### src/rtl/fpargmin.sv
// rtl/fpargmin.sv - streaming argmin over IEEE-754 distances with index tracking
// Optional NaN filtering when FPARGMIN_NAN_FILTER_EN is defined.
module fpargmin #(
  parameter int DW = 32,
  parameter int IW = 16
) (
  input  logic          clk,
  input  logic          rst,
  input  logic          in_vld,
  output logic          in_rdy,
  input  logic [DW-1:0] in_dat,
  input  logic [IW-1:0] in_idx,
  input  logic          in_lst,
  output logic          out_vld,
  input  logic          out_rdy,
  output logic [DW-1:0] out_dat,
  output logic [IW-1:0] out_idx,
  output logic          out_emp
);

  localparam int EW = 8;
  localparam int MW = DW - 1 - EW;

  typedef enum logic {SCAN = 1'b0, HOLD = 1'b1} state_t;

  state_t        r_state;
  state_t        w_next;
  logic          r_have;
  logic [DW-1:0] r_min_dat;
  logic [IW-1:0] r_min_idx;
  logic [DW-1:0] r_out_dat;
  logic [IW-1:0] r_out_idx;
  logic          w_acc;
  logic          w_qual;
  logic          w_upd;
  logic          w_new_have;
  logic [DW-1:0] w_new_dat;
  logic [IW-1:0] w_new_idx;

  // Map float bits to an unsigned key whose natural order matches float order.
  function automatic logic [DW-1:0] f_key(input logic [DW-1:0] d);
    return d[DW-1] ? ~d : (d | {1'b1, {(DW-1){1'b0}}});
  endfunction

  assign w_acc = in_vld && in_rdy;

`ifdef FPARGMIN_NAN_FILTER_EN
  assign w_qual = !((&in_dat[DW-2:MW]) && (|in_dat[MW-1:0]));
`else
  assign w_qual = 1'b1;
`endif

  assign w_upd      = w_qual && (!r_have || (f_key(in_dat) < f_key(r_min_dat)));
  assign w_new_have = r_have || w_qual;
  assign w_new_dat  = w_upd ? in_dat : r_min_dat;
  assign w_new_idx  = w_upd ? in_idx : r_min_idx;

  always_ff @(posedge clk) begin
    if (rst) r_state <= SCAN;
    else     r_state <= w_next;
  end

  always_comb begin
    w_next = r_state;
    case (r_state)
      SCAN: if (w_acc && in_lst) w_next = HOLD;
      HOLD: if (out_rdy)         w_next = SCAN;
      default: w_next = SCAN;
    endcase
  end

  always_comb begin
    in_rdy  = 1'b0;
    out_vld = 1'b0;
    if (r_state == SCAN) in_rdy  = 1'b1;
    else                 out_vld = 1'b1;
  end

  // Running minimum folds in every accepted beat; the last beat also snapshots the result.
  always_ff @(posedge clk) begin
    if (rst) begin
      r_have    <= 1'b0;
      r_min_dat <= '0;
      r_min_idx <= '0;
      r_out_dat <= '0;
      r_out_idx <= '0;
    end else if (w_acc) begin
      r_have    <= w_new_have;
      r_min_dat <= w_new_dat;
      r_min_idx <= w_new_idx;
      if (in_lst) begin
        r_out_dat <= w_new_dat;
        r_out_idx <= w_new_idx;
      end
    end else if (r_state == HOLD && out_rdy) begin
      r_have    <= 1'b0;
      r_min_dat <= '0;
      r_min_idx <= '0;
    end
  end

`ifdef FPARGMIN_NAN_FILTER_EN
  logic r_out_emp;
  always_ff @(posedge clk) begin
    if (rst)                  r_out_emp <= 1'b0;
    else if (w_acc && in_lst) r_out_emp <= !w_new_have;
  end
  assign out_emp = r_out_emp;
`else
  assign out_emp = 1'b0;
`endif

  assign out_dat = r_out_dat;
  assign out_idx = r_out_idx;

endmodule

### config.mk
export PLATFORM = sky130hd
export DESIGN_NAME = fpargmin
export DESIGN_NICKNAME = d
export VERILOG_FILES = /design/src/rtl/fpargmin.sv
export SDC_FILE = /design/constraint.sdc
export NUM_CORES = 1
export LEC_CHECK = 0
export BUFFER_PORTS_ARGS = -buffer_cell sky130_fd_sc_hd__buf_2
export CELL_PAD_IN_SITES_DETAIL_PLACEMENT = 1
export CELL_PAD_IN_SITES_GLOBAL_PLACEMENT = 1
export CORE_MARGIN = 3
export CORE_UTILIZATION = 42
export DETAILED_ROUTE_END_ITERATION = 10
export PLACE_DENSITY_LB_ADDON = 0.1
export SLEW_MARGIN = 25
export SYNTH_ARGS = -nofsm -noshare
export SYNTH_HDL_FRONTEND = slang
export SYNTH_SLANG_ARGS = --single-unit
### constraint.sdc
create_clock -name clk -period 3.7 [get_ports clk]
set_input_delay 0.555 -clock clk [delete_from_list [all_inputs] [get_ports clk]]
set_output_delay 0.555 -clock clk [all_outputs]
set_load 0.1 [all_outputs]
After elaboration in Yosys (flattened, before gate mapping):

Cells that the tools add are included.

* register bits after elaboration: 98
* RAM bits: 0
* output and inout port bits: 51
* bits in read-only memories: 0
* logic and storage cells: 32
* input port bits: 53
* memories kept: 0
* bits in latches: 0

* add/sub/neg operators: 0
* multiplexer cells: 15
* shift-type cells: 0
* reductions and logical operators: 7
* order comparisons: 1
* equality and inequality tests: 0
* bitwise gates (word level): 3
* multiply operators: 0
* div/mod/pow operators: 0

Operator list (count)
* $mux 32: 5
* $not 32->32: 2
* $mux 16: 3
* $lt 32x32->1: 1
* $mux 1: 6
* $logic_and 1x1->1: 3
* $pmux 1 s2: 1
* $reduce_and 2->1: 1
* $reduce_bool 2->1: 1
* $logic_not 1->1: 1
* $logic_or 1x1->1: 1
* $not 1->1: 1

Longest topological paths before layout:

* depth in word-level cells: 6
* mapped depth: 12
* gate-level depth less buffers: 8

Least setup slack after synthesis:

No wires, ideal clock.

* path kind: input to register
* from: input in_dat[31]
* to: register r_out_dat[11], in the netlist out_dat[11]
* arrival time: 3.197 ns
* stages on the path: 12
* slack: 0.381 ns
* setup time: 0.122 ns
* data required time: 3.578 ns
* path buffers: 4
* cells stage by stage: buf_2 -> buf_1 -> xor2_1 -> ha_1 -> a41oi_1 -> nor2b_1 -> o311ai_2 -> o211ai_2 -> o2111a_1 -> buf_4 -> buf_6 -> a221o_1

* cells in the longest elaborated chain, start to end: 5

RTL lines
* start: declaration: line 11 `input logic [DW-1:0] in_dat,`
* $not 32->32: line 42 `return d[DW-1] ? ~d : (d | {1'b1, {(DW-1){1'b0}}});`
* $mux 32 *: line 42
* $lt 32x32->1 *: line 53 `assign w_upd = w_qual && (!r_have || (f_key(in_dat) < f_key(r_min_dat)));`
* $logic_or 1x1->1 *: line 53
* $mux 32 *: line 55 `assign w_new_dat = w_upd ? in_dat : r_min_dat;`
* end signal: assignment: line 92 `r_out_dat <= w_new_dat;`
* end: declaration: line 31 `logic [DW-1:0] r_out_dat;`

Every way passes the cells marked *; elsewhere a longest branch is shown, timed or not.
A chain may end at the register's enable or synchronous reset.

Worst setup path in the final report:

* from: register r_min_dat[31]
* to: register r_out_dat[27], in the netlist out_dat[27]

* cells in the longest elaborated chain, start to end: 5

RTL lines
* start: declaration: line 29 `logic [DW-1:0] r_min_dat;`
* start signal: assignment: line 89 `r_min_dat <= w_new_dat;`
* $not 32->32: line 42
* $mux 32 *: line 42
* $lt 32x32->1 *: line 53
* $logic_or 1x1->1 *: line 53
* $mux 32 *: line 55

Marks and branches as above.

==> qor.yml <==
critical_path:
  cp_max_fo: 37
  startpoint_type: "flip-flop"
  critPathKind: "flip-flop to flip-flop"
  crit_required_ns: 4.00
  crit_arrival_ns: 3.62
  endpoint_kind: "flip-flop"
die:
  io_pins: 104
  chipHeight_um: 116.0
  dieArea_mm2: 0.01346
  rows: 39
  coreArea_mm2: 0.01161
  die_w_um: 116.0
  start_util_pct: 43.77
cts:
  post_cts_buffers: 0
  clock_latency_ns: 0.36
  cts_buffer_depth: 2
  cts_hold_buffers: 0
  path_clk_slew_ns: 0.07
  cts_root_buf: "clkbuf_16"
  cts_tree: "done"
  cts_sinks: 98
  cts_resized: 0
  h-tree-depth: 3
  cts_buffers: 9
sta:
  holdWs_ns: 0.4491
  finalClockSkew_ns: 0.008397
  rsz0062_at_grt: "false"
  max_freq_mhz: 301.2
  timing.final.crit_share_pct: 89.72
  maxSlewViolCount: 0
  worst_slack_ns: 0.3804
  period_needed_ns: 3.320
  setup-violations-final: 0
  hold_violations: 0
  fin_tns_setup_ns: 0
  max_slew_margin_pct: 49.43
  worstMarginPinSlew_ns: 0.7569
synth:
  yosys-top-cells-area: "dfxtp_1 (39%), a221o_1 (9.5%), a22o_1 (8.3%), ha_1 (7.6%), o22ai_1 (6.0%)"
  syn_avg_cell_area_um2: 9.294
  synth_cell_types: 41
  ys.flop_type: "dfxtp_1"
  ys_ff_latch: 98
  synth_nets: 631
  ys_warn_count: 0
  synth_top_area_share_pct: 38.59
  syn_inst: 547
  synth-edff-count: 0
  synth_area_mm2: 0.005084
  yosysSeqAreaShare_pct: 38.59
  synth_largest_area_cell: "dfxtp_1"
  async_flop_share_pct: 0
grt:
  met1_usage_pct: 29.15
  grt_pass1_wl_um: 24160
  use_met2_pct: 38.51
  antenna_found_initial: 0
  grtUsageMet3_pct: 3.603
  first_global_vias: 4712
  grt_overflow_total: 0
  grt-busiest-layer: "met2"
  grt_max_degree: 50
  track_usage_pct: 22.56
route:
  drcViolationCount: 0
  drt_iter0_drc: 201
  ant_nets: 0
  via_count: 4512
  wl_um: 14790
  via_per_inst: 5.799
  first_pass_iters: 4
  post_drt_wl_per_cell_um: 19.01
final_layout:
  layout-drive-gt1-share_pct: 22.52
  diodes: 0
  area_growth_pct: 19.22
  fin_nets: 714
placement:
  post-place-ws_ns: 0.2921
  portBuffers: 102
  dp_hpwl_um: 10160
  gp_congestion: 0.7955
worst_hold_path:
  min_path_type: "primary input to flip-flop"
job:
  cap_violations: 0
pwr:
  p_per_area_mw_per_mm2: 535.2
  total_power_mw: 3.244
  p_leak_nw: 2.570
  peakVddDrop_v: 0.0003409
status:
  status: "complete, no violations"
==> Yosys cell counts (2+ instances only) <==
library cell / n
nor2_1: 9
nor2b_1: 2
nand4_1: 5
clkbuf_1: 21
nand2_1: 58
o21ai_0: 4
nor3_1: 3
buf_1: 6
dfxtp_1: 98
ha_1: 31
buf_2: 13
a221o_1: 48
xor2_1: 31
a22o_1: 48
nand3_1: 2
a211oi_1: 2
buf_4: 2
inv_1: 52
o22ai_1: 49
buf_6: 2
xnor2_1: 31
a21oi_1: 11
==> power breakdown <==
part	internal, mW	switching [mW]
clock	0.531	0.443
sequential	1.15	0.0753
combinational	0.304	0.738
total	1.99	1.26
==> metrics by stage <==
stage / cell area (um2) / cells / utilization [%]
floorplan: 5084 / 547 / -
global placement: 5758 / 762 / 49.58
detailed placement: 5758 / 762 / 49.58
CTS: 6061 / 778 / 52.19
global route: 6061 / 778 / 52.19
finish: 6061 / 778 / 52.19
==> worst max-delay path, stage by stage, from the launching register on <==
cell      delay [ns]
dfxtp_2         0.58
buf_4           0.25
xnor2_1         0.09
ha_1            0.30
nand4_1         0.18
nor4_2          0.51
inv_1           0.10
o211ai_2        0.33
o2111a_2        0.45
buf_12          0.28
a221o_1         0.20
==> cells in the final DEF, fill, tap and decap left out, drive strengths merged, types with 2 or more instances in the layout <==
cell,Yosys,routed
a211oi,2,2
clkbuf,21,9
nand2,58,58
nor2,9,9
nand4,5,5
ha,31,31
dfxtp,98,98
nand3,2,2
a22o,48,48
xnor2,31,31
nor3,3,3
o211ai,2,2
clkinv,0,3
a21oi,11,11
buf,23,116
xor2,31,31
inv,52,54
a221oi,2,2
nor2b,2,2
a221o,48,48
o21ai,4,4
o22ai,49,49
==> cells by family (layout without fill, tap and decap cells) <==
family                   Yosys count  count (layout)  synth area share (%)
flip-flops                        98              98                 38.59
AO/OA/AOI/OAI                    176             176                 28.21
adder cells (fa/ha/maj)           31              31                 7.630
XOR/XNOR                          62              62                 10.68
AND/OR/NAND/NOR                   83              83                 6.965
other                              1               1               0.07377
buffers and inverters             96             184                 7.851
==> final timing paths <==
check | start | end | slack [ns] | depth (start not counted)
min reg2reg | r_min_idx[1] | r_min_idx[1] | 0.48 | 2
max reg2reg | r_min_dat[31] | out_dat[27] | 0.38 | 10
max | r_min_dat[31] | out_dat[27] | 0.38 | 10
min | in_idx[9] | out_idx[9] | 0.45 | 2
==> sequential cells by signal, indices dropped and copies added (netlist names) <==
register and flops:
out_dat 32, r_have 1, r_min_dat 32, r_min_idx 16, r_state 1, out_idx 16
==> cell type report <==
cell class,count,area [um2]
Fill cell,1364,5553
Multi-Input combinational cell,353,2768
Sequential cell,98,1963
Timing Repair Buffer,116,653.1
Clock buffer,9,225.2
Inverter,52,195.2
Tap cell,143,178.9
Clock inverter,7,77.57
==> metal layers <==
metal  share of wire [%]  routed length, um
met3                 3.5                513
met2                  49               7270
met4                 1.7                247
met5                   0                  0
met1                  46               6761
Power figures use the tool's default switching activity.
